### config.mk
export PLATFORM = sky130hd
export DESIGN_NAME = zmod_dac_sequencer
export DESIGN_NICKNAME = d
export VERILOG_FILES = /design/src/rtl/zmod_dac_sequencer_pkg.sv /design/src/rtl/zmod_dac_slot_arbiter.sv /design/src/rtl/zmod_dac_sequencer.sv
export SDC_FILE = /design/constraint.sdc
export NUM_CORES = 1
export LEC_CHECK = 0
export CAP_MARGIN = 20
export CELL_PAD_IN_SITES_DETAIL_PLACEMENT = 1
export CELL_PAD_IN_SITES_GLOBAL_PLACEMENT = 1
export CORE_UTILIZATION = 32
export CTS_CLUSTER_SIZE = 14
export DETAILED_ROUTE_END_ITERATION = 10
export GPL_TIMING_DRIVEN = 0
export PLACE_DENSITY = 0.73
export SYNTH_ARGS = -nofsm -noshare
export SYNTH_HDL_FRONTEND = slang
export SYNTH_SLANG_ARGS = --single-unit
### constraint.sdc
create_clock -name clk -period 2.2 [get_ports clk]
set_clock_uncertainty 0.1 [all_clocks]
set_input_delay 0.44 -clock clk [delete_from_list [all_inputs] [get_ports clk]]
set_output_delay 0.44 -clock clk [all_outputs]
set_load 0.005 [all_outputs]
### src/rtl/zmod_dac_sequencer_pkg.sv
// Shared types for the ZMOD DAC sequencer:
// FSM state encoding and timer sizing helper.
package zmod_dac_sequencer_pkg;

  localparam int STATE_W = 3;

  typedef enum logic [STATE_W-1:0] {
    ST_IDLE,
    ST_WARMUP,
    ST_RELAY_ON,
    ST_RUN,
    ST_MUTE,
    ST_RELAY_OFF
  } state_t;

  function automatic int timer_w(
    input int a,
    input int b
  );
    int m;
    m = (a > b) ? a : b;
    return $clog2(m + 1);
  endfunction

endpackage

### src/rtl/zmod_dac_slot_arbiter.sv
// Sample slot divider, fixed-priority grant
// between two sources, output hold and underflow.
module zmod_dac_slot_arbiter #(
  parameter int DATA_W     = 14,
  parameter int SAMPLE_DIV = 1
) (
  input  logic              clk,
  input  logic              rst_n,
  input  logic              run,
  input  logic              clr,
  input  logic [DATA_W-1:0] data_i_0,
  input  logic [DATA_W-1:0] data_q_0,
  input  logic              valid_0,
  output logic              ready_0,
  input  logic [DATA_W-1:0] data_i_1,
  input  logic [DATA_W-1:0] data_q_1,
  input  logic              valid_1,
  output logic              ready_1,
  output logic [DATA_W-1:0] data_i,
  output logic [DATA_W-1:0] data_q,
  output logic              underflow,
  output logic [15:0]       underflow_cnt
);

  localparam int DIV_W =
    (SAMPLE_DIV > 1) ? $clog2(SAMPLE_DIV) : 1;
  localparam logic [DIV_W-1:0] DIV_LAST =
    DIV_W'(SAMPLE_DIV - 1);

  logic [DIV_W-1:0] div;
  logic             strobe;
  logic             slot;
  logic             xfer_0;
  logic             xfer_1;
  logic             empty;

  always_ff @(posedge clk or negedge rst_n) begin
    if (!rst_n) begin
      div <= '0;
    end else if (div == DIV_LAST) begin
      div <= '0;
    end else begin
      div <= div + 1'b1;
    end
  end

  assign strobe  = (div == '0);
  assign slot    = run & strobe;
  assign ready_0 = slot;
  assign ready_1 = slot & ~valid_0;
  assign xfer_0  = valid_0 & ready_0;
  assign xfer_1  = valid_1 & ready_1;
  assign empty   = slot & ~valid_0 & ~valid_1;

  // Mute clear overrides any grant in the same cycle
  always_ff @(posedge clk or negedge rst_n) begin
    if (!rst_n) begin
      data_i <= '0;
      data_q <= '0;
    end else if (clr) begin
      data_i <= '0;
      data_q <= '0;
    end else if (xfer_0) begin
      data_i <= data_i_0;
      data_q <= data_q_0;
    end else if (xfer_1) begin
      data_i <= data_i_1;
      data_q <= data_q_1;
    end
  end

  always_ff @(posedge clk or negedge rst_n) begin
    if (!rst_n) begin
      underflow     <= 1'b0;
      underflow_cnt <= '0;
    end else begin
      underflow <= empty;
      if (empty && underflow_cnt != 16'hFFFF) begin
        underflow_cnt <= underflow_cnt + 16'd1;
      end
    end
  end

endmodule

### src/rtl/zmod_dac_sequencer.sv
// ZMOD DAC run/relay sequencer with
// relay-safe power-up/down and stream pacing.
module zmod_dac_sequencer
  import zmod_dac_sequencer_pkg::*;
#(
  parameter int DATA_W        = 14,
  parameter int SAMPLE_DIV    = 1,
  parameter int SETTLE_CYCLES = 1024,
  parameter int RELAY_CYCLES  = 100000
) (
  input  logic              clk,
  input  logic              rstn,
  input  logic              i_enable,
  input  logic [DATA_W-1:0] is_data_i_0,
  input  logic [DATA_W-1:0] is_data_q_0,
  input  logic              i_valid_0,
  output logic              o_ready_0,
  input  logic [DATA_W-1:0] is_data_i_1,
  input  logic [DATA_W-1:0] is_data_q_1,
  input  logic              i_valid_1,
  output logic              o_ready_1,
  output logic [DATA_W-1:0] os_data_i,
  output logic [DATA_W-1:0] os_data_q,
  output logic              o_run,
  output logic              o_relay,
  output logic              o_active,
  output logic              o_underflow,
  output logic [15:0]       or16_underflow_cnt
);

  localparam int TMR_W =
    timer_w(SETTLE_CYCLES, RELAY_CYCLES);
  localparam logic [TMR_W-1:0] SETTLE_LD =
    TMR_W'(SETTLE_CYCLES - 1);
  localparam logic [TMR_W-1:0] RELAY_LD =
    TMR_W'(RELAY_CYCLES - 1);

  state_t           state;
  state_t           state_nxt;
  logic [TMR_W-1:0] tmr;
  logic [TMR_W-1:0] tmr_nxt;
  logic             tmr_done;

  assign tmr_done = (tmr == '0);

  always_ff @(posedge clk or negedge rstn) begin
    if (!rstn) begin
      state <= ST_IDLE;
      tmr   <= '0;
    end else begin
      state <= state_nxt;
      tmr   <= tmr_nxt;
    end
  end

  // Timer loads on state entry; leave on terminal count
  always_comb begin
    state_nxt = state;
    tmr_nxt   = tmr;
    if (!tmr_done) tmr_nxt = tmr - 1'b1;
    case (state)
      ST_IDLE: begin
        if (i_enable) begin
          state_nxt = ST_WARMUP;
          tmr_nxt   = SETTLE_LD;
        end
      end
      ST_WARMUP: begin
        if (!i_enable) begin
          state_nxt = ST_IDLE;
        end else if (tmr_done) begin
          state_nxt = ST_RELAY_ON;
          tmr_nxt   = RELAY_LD;
        end
      end
      ST_RELAY_ON: begin
        if (!i_enable) begin
          state_nxt = ST_MUTE;
          tmr_nxt   = SETTLE_LD;
        end else if (tmr_done) begin
          state_nxt = ST_RUN;
        end
      end
      ST_RUN: begin
        if (!i_enable) begin
          state_nxt = ST_MUTE;
          tmr_nxt   = SETTLE_LD;
        end
      end
      ST_MUTE: begin
        if (tmr_done) begin
          state_nxt = ST_RELAY_OFF;
          tmr_nxt   = RELAY_LD;
        end
      end
      ST_RELAY_OFF: begin
        if (tmr_done) state_nxt = ST_IDLE;
      end
      default: state_nxt = ST_IDLE;
    endcase
  end

  always_ff @(posedge clk or negedge rstn) begin
    if (!rstn) begin
      o_run    <= 1'b0;
      o_relay  <= 1'b0;
      o_active <= 1'b0;
    end else begin
      o_run    <= (state_nxt != ST_IDLE);
      o_relay  <= (state_nxt == ST_RELAY_ON) ||
                  (state_nxt == ST_RUN) ||
                  (state_nxt == ST_MUTE);
      o_active <= (state_nxt == ST_RUN);
    end
  end

  zmod_dac_slot_arbiter #(
    .DATA_W     (DATA_W),
    .SAMPLE_DIV (SAMPLE_DIV)
  ) u_arb (
    .clk           (clk),
    .rst_n         (rstn),
    .run           (state == ST_RUN),
    .clr           (state_nxt != ST_RUN),
    .data_i_0      (is_data_i_0),
    .data_q_0      (is_data_q_0),
    .valid_0       (i_valid_0),
    .ready_0       (o_ready_0),
    .data_i_1      (is_data_i_1),
    .data_q_1      (is_data_q_1),
    .valid_1       (i_valid_1),
    .ready_1       (o_ready_1),
    .data_i        (os_data_i),
    .data_q        (os_data_q),
    .underflow     (o_underflow),
    .underflow_cnt (or16_underflow_cnt)
  );

endmodule

==> results of run 1 <==
-- state kept, by name, summed over array words and instances (netlist names) --
register and cells:
tmr 17, u_arb.underflow_cnt 16, u_arb.data_i 14, u_arb.data_q 14
state 3, o_active 1, o_relay 1, o_run 1
u_arb.underflow 1
-- worst max path at each step --
stage	from	end	slack, ps	cells past startpoint
CTS	state[0]	u_arb.data_q[3]	9	9
detailed placement	i_enable	tmr[12]	-210	6
global route	tmr[2]	tmr[0]	-10	7
global placement	rstn	u_arb.underflow_cnt[6]	-1730	1
finish	state[0]	o_ready_1	80	6
floorplan	tmr[4]	tmr[0]	140	7
-- final cells by class --
cell class / instances / area share [%]
Buffer: 16 / 2.077
Clock buffer: 13 / 4.721
Clock inverter: 2 / 0.6610
Inverter: 11 / 0.8735
Multi-Input combinational cell: 242 / 34.23
Sequential cell: 68 / 32.11
Tap cell: 140 / 3.305
Timing Repair Buffer: 120 / 22.03
-- logic make-up (layout without fill, tap and decap cells) --
kind of cell,Yosys count,in the layout,share of synthesized area [%]
AOI/OAI and AO/OA,56,56,13.56
xor gates and xnor gates,27,27,6.540
adders and majority gates,4,4,1.384
buffers and inverters,27,162,3.979
DFF,68,68,47.06
muxes,31,31,8.616
and+or+nand+nor,124,124,18.86
-- layout by cell type, fill, tap and decap left out, types with 2 or more instances in the layout --
cell type,synthesis,final
nand2_4,2,2
clkdlybuf4s50_1,0,107
buf_4,4,13
nand4_1,6,6
xnor2_1,11,11
a21oi_1,6,6
nor4_4,2,3
inv_2,2,2
buf_2,6,6
buf_6,2,4
inv_1,8,8
ha_1,4,4
nor3_1,4,4
and3_1,7,7
dfrtp_1,68,68
a211oi_1,21,21
nand3_1,11,11
and2_1,2,2
nor2b_1,5,4
a31oi_1,2,2
clkbuf_1,4,5
nand4b_1,2,2
nand2b_1,2,2
clkbuf_16,0,9
clkbuf_2,0,2
nor2_1,46,45
xor2_1,16,16
a211oi_2,10,10
mux2i_1,30,30
nand2_1,22,22
-- report_power, final --
group	switching, uW	internal [uW]	leakage [uW]	total, uW
Combinational	252	252	0.00132	504
Clock	506	901	0.000140	1410
Sequential	76.2	1300	0.000896	1380
Total	834	2450	0.00236	3290
-- metal layers --
metal | share of wire [%] | GRT usage, % | wire, microns | vias up
met4 | 1.2 | 5.502 | 123 | 0
met2 | 46 | 29.80 | 4693 | 93
met3 | 8.5 | 5.184 | 868 | 10
met5 | 0 | 0 | 0 | -
met1 | 44 | 22.59 | 4473 | 1503
li1 | - | - | - | 1471
-- worst max-delay path, stage by stage (launching register included) --
cell and delay [ps]:
dfrtp_1 330, buf_6 130, inv_2 60, or3_4 370, buf_4 170, nor2_1 80
buf_2 110
-- per-stage QoR --
step	total power (uW)	area, sq um	setup WS (ps)
4_1_cts	3289	5229	9.142
2_1_floorplan	1627	3616	136.2
3_5_place_dp	1854	4890	-210.3
3_3_place_gp	1839	4892	-1734
6_report	3288	5300	83.46
5_1_grt	3443	5300	-9.596
-- repair_timing --
action | CTS | global route
pin swaps | 5 | 2
setup buffers | 6 | 4
gates resized for setup | 9 | 11
setup endpoints to repair | 7 | 37
hold buffers | 0 | 0
==> impl_metrics.yaml, run 1 <==
clock_tree:
  cts.clk_slew.worst_paths_ps: 50
  cts-htree-levels: 3
  root_buffer: "clkbuf_16"
  numCtsBuffers: 9
  clockBufferDepth: 2
  cts_tree: "done"
  cts_sinks: 68
  insertion_delay_ps: 330
setup_path:
  cp.arrival_ps: 1580
  worstSetupPathType: "register to output port"
  rrSetupSlack_ps: 120
  end_kind: "output port"
  worstPathRequired_ps: 1660
  r2r-end: "u_arb.underflow_cnt[15]"
  cp_max_fo: 8
  r2r-start: "u_arb.underflow_cnt[1]"
  setup.worst_path.start_class: "register"
  reg2reg_depth: 7
placed_design:
  hpwl_mm: 7.408
  placed_cells_incl_taps: 587
  numPortBuffers: 110
  place_congestion: 0.7749
detailed_routing:
  vias: 3077
  wl_per_cell_microns: 16.60
  vias_per_cell: 5.028
  drc: 0
  wl_mm: 10.16
  ant_nets: 0
  first_pass_iters: 4
  initialDrtViolationCount: 84
die:
  io_pins: 111
  fp.dieH_microns: 108.3
  rows: 38
  initial_core_util_pct: 33.07
  coreArea_sq_mm: 0.01094
  die_area_sq_mm: 0.01173
  die_x_microns: 108.3
timing:
  tightest_slew_ps: 865.6
  finalCritPeriodShare_pct: 96.21
  slew_headroom_pct: 42.29
  min_period_ps: 2117
  fin_hold_ws_ps: 125.5
  max_freq_mhz: 472.5
  slew_violations: 0
  fin_setup_tns_ps: 0
  setup_violations: 0
  finalHoldViolCount: 0
final_layout:
  drive_gt1_share_pct: 15.04
  diodes: 0
  n_fill_cell: 1206
  syn_to_final_growth_pct: 46.57
  multi_input_area_sq_mm: 0.001814
  final-seq-area_sq_mm: 0.001702
  stdcell_count: 612
  final_core_util_pct: 48.47
  nets: 533
global_route:
  antenna_found_initial: 0
  track_usage_pct: 17.97
  grt_pass1_vias: 3194
  grt-ovfl-total: 0
  grt_max_degree: 69
  grt_pass1_wl_mm: 16.15
synth:
  synth-seq-cells: 68
  synth.distinct_cells: 56
  synthCells: 337
  syn_area_sq_mm: 0.003616
  synth_area_leaders: "dfrtp_1 47%, mux2i_1 8.3%, nor2_1 4.8%"
  synth.net_count: 402
  synth_edf_count: 0
  ys.flop_type: "dfrtp_1"
  yosysTopAreaCell: "dfrtp_1"
  synthArstFlopShare_pct: 100.0
  yosysSeqAreaShare_pct: 47.06
  netlist_top_cells_count: "68 x dfrtp_1, 46 x nor2_1, 30 x mux2i_1, 22 x nand2_1, 21 x a211oi_1"
  synth-warning-count: 0
  yosysMostFrequentCell: "dfrtp_1"
  avgSynthCellArea_sq_um: 10.73
  yosys.area.top_type_share_pct: 47.06
power_and_ir_drop:
  power.leakage_uw: 0.002356
  p_per_area_mw_per_mm2: 620.4
  vdd_drop_max_uv: 395.6
hold_path:
  hold_class: "input pin to asynchronous set/reset pin"
run:
  max-cap-violations: 0
outcome:
  outcome: "complete, no violations"
Power figures use the tool's default switching activity.
==> inputs of run 2 (changes only) <==
--- a/config.mk
+++ b/config.mk
@@ -5,10 +5,11 @@
 export SDC_FILE = /design/constraint.sdc
 export NUM_CORES = 1
 export LEC_CHECK = 0
+export ABC_AREA = 1
 export CAP_MARGIN = 20
 export CELL_PAD_IN_SITES_DETAIL_PLACEMENT = 1
 export CELL_PAD_IN_SITES_GLOBAL_PLACEMENT = 1
-export CORE_UTILIZATION = 32
+export CORE_UTILIZATION = 31
 export CTS_CLUSTER_SIZE = 14
 export DETAILED_ROUTE_END_ITERATION = 10
 export GPL_TIMING_DRIVEN = 0
==> impl_metrics.yaml, run 2 <==
synth:
  yosysMostFrequentCell: "nand2_1"
  ys.flop_type: "dfrtp_1"
  synthCells: 495
  synth_edf_count: 0
  syn_area_sq_mm: 0.003865
  synth-seq-cells: 68
  synth_area_leaders: "dfrtp_1 44%, nand2_1 11%, a21oi_1 7.6%"
  synth_mux_area_share_pct: 0
  synth_xor_area_share_pct: 5.180
  avgSynthCellArea_sq_um: 7.808
  synth.net_count: 560
  synth-simple-area-share_pct: 31.50
  yosysSeqAreaShare_pct: 44.03
  netlist_top_cells_count: "110 x nand2_1, 68 x dfrtp_1, 66 x nor2_1, 59 x a21oi_1, 58 x nand3_1"
  synth.distinct_cells: 34
  synth-warning-count: 0
  synth_top_family_by_area: "simple AND/OR/NAND/NOR gates"
  synthAdderAreaFrac_pct: 1.295
  synthArstFlopShare_pct: 100.0
  yosysTopAreaCell: "dfrtp_1"
  yosys.area.top_type_share_pct: 44.03
  synth_compound_area_share_pct: 10.55
hold_path:
  hold_class: "input pin to register"
  hold_path_startpoint: "i_enable"
detailed_routing:
  first_pass_iters: 4
  wl_per_cell_microns: 15.59
  drc: 0
  ant_nets: 0
  initialDrtViolationCount: 178
  vias: 3812
  vias_per_cell: 4.789
  wl_mm: 12.41
setup_path:
  startpoint: "state[2]"
  cp_max_fo: 10
  setup.worst_path.start_class: "register"
  worstPathRequired_ps: 1660
  slowest_stage: "clkdlybuf4s50_1"
  r2r-start: "tmr[1]"
  crit_path_cell_trace: "nor2_8 -> buf_6 -> clkdlybuf4s50_1"
  max_stage_delay_ps: 500
  cp.arrival_ps: 1590
  end_kind: "output port"
  worstSetupPathType: "register to output port"
final_layout:
  top_regs: "tmr x17, u_arb.underflow_cnt x16"
  layout_common_cells: "110 x nand2_1, 106 x clkdlybuf4s50_1, 66 x nor2_1"
  regMostFlops: "tmr"
  drive_gt1_share_pct: 11.31
  diodes: 0
  nets: 690
  largest_reg_flops: 17
  finish.instance_area_sq_mm: 0.005568
  syn_to_final_growth_pct: 44.06
  final_common_cell: "nand2_1"
run:
  max-cap-violations: 0
timing:
  fin_setup_tns_ps: 0
  max_freq_mhz: 469.6
  slew_headroom_pct: 69.79
  slew_violations: 0
  min_period_ps: 2130
  tightest_slew_ps: 453.2
  finalHoldViolCount: 0
  finalCritPeriodShare_pct: 96.80
  setup_violations: 0
  finalWorstSetupSlack_ps: 70.35
power_and_ir_drop:
  pwr-share-comb_pct: 6.0
  swShare_pct: 20.51
  switchingPower_uw: 589.0
  clkPwrFrac_pct: 50.4
  power_frac_seq_pct: 43.6
  power.leakage_uw: 0.002443
  p_per_area_mw_per_mm2: 515.8
  p_int_uw: 2283
  vdd_drop_max_uv: 264.5
  power.total_uw: 2872
die:
  die_x_microns: 113.7
  io_pins: 111
  coreArea_sq_mm: 0.01206
  fp.dieH_microns: 113.7
  die_area_sq_mm: 0.01292
  initial_core_util_pct: 32.04
  rows: 40
placed_design:
  place_ws_ps: -551.8
  hpwl_mm: 9.414
  place_congestion: 0.8243
  numPortBuffers: 109
  postPlaceCellArea_sq_mm: 0.005184
global_route:
  grt_pass1_wl_mm: 20.30
  antenna_found_initial: 0
  met3_usage_pct: 3.135
  grt_max_degree: 42
  track_usage_pct: 20.12
  grtUsageMet1_pct: 24.85
  grt-ovfl-total: 0
  use_met2_pct: 34.59
  grt_pass1_vias: 4043
  grt_most_used_layer: "met2"
clock_tree:
  cts.clk_slew.worst_paths_ps: 50
  root_buffer: "clkbuf_16"
  insertion_delay_ps: 330
  numCtsBuffers: 9
  cts_tree: "done"
  clockBufferDepth: 2
  cts_sinks: 68
  cts-htree-levels: 3
outcome:
  outcome: "complete, no violations"
[run 2: worst paths after layout]
check                                   end  slack (ps)  cells past startpoint
setup / recovery                  o_ready_0          70                      3
setup reg to reg                     tmr[0]         180                     12
min in group asynchronous           tmr[10]         490                      2
max in group asynchronous  u_arb.data_q[12]         960                      3
hold reg to reg                     tmr[11]         400                      1
hold / removal                     o_active         370                      3
[run 2: logic make-up after synthesis]
kind of cell	count (synthesis)
adders and majority gates	4
AOI/OAI and AO/OA	76
and+or+nand+nor	268
xor gates and xnor gates	22
buffers and inverters	57
DFF	68
[run 2: routing by layer]
layer	vias up	wire (microns)
li1	1867	-
met2	101	5959
met5	-	0
met3	16	566
met4	0	263
met1	1828	5619
[run 2: final cells by class]
cell class | count | area [sq um]
Fill cell | 1494 | 6494
Multi-Input combinational cell | 370 | 1876
Sequential cell | 68 | 1705
Timing Repair Buffer | 119 | 1176
Clock buffer | 12 | 256.5
Tap cell | 168 | 210.2
Buffer | 20 | 167.7
Inverter | 37 | 141.4
Clock inverter | 2 | 35.03
[run 2: through the flow]
step                hold WS [ps]  util (%)  std cells
floorplan                  44.41         -        495
global placement           381.8     42.83        772
detailed placement         301.8     42.98        773
CTS                        358.1     45.82        791
global route               419.5     46.16        796
finish                     373.1     46.16        796
[run 2: power groups by stage]
stage,Sequential (uW),Combinational [uW],Clock [uW]
6_report,1250,173,1450
5_1_grt,1250,189,1520
4_1_cts,1250,177,1480
3_5_place_dp,1270,171,0
3_3_place_gp,1270,165,0
2_1_floorplan,1270,24.9,0
[run 2: worst max-delay path: cells and delay by family, from the launching register on]
family | cells | cell delay [ps]
buf+inv | 2 | 650
flops | 1 | 440
simple gates | 1 | 160
[run 2: what timing repair did]
action                                  4_1_cts  5_1_grt
endpoints found under the setup margin        2       21
hold buffers                                  1        0
buffers inserted                              3        5
pin swaps                                     1        2
gates resized for setup                      10        4
hold endpoints to repair                     27        0
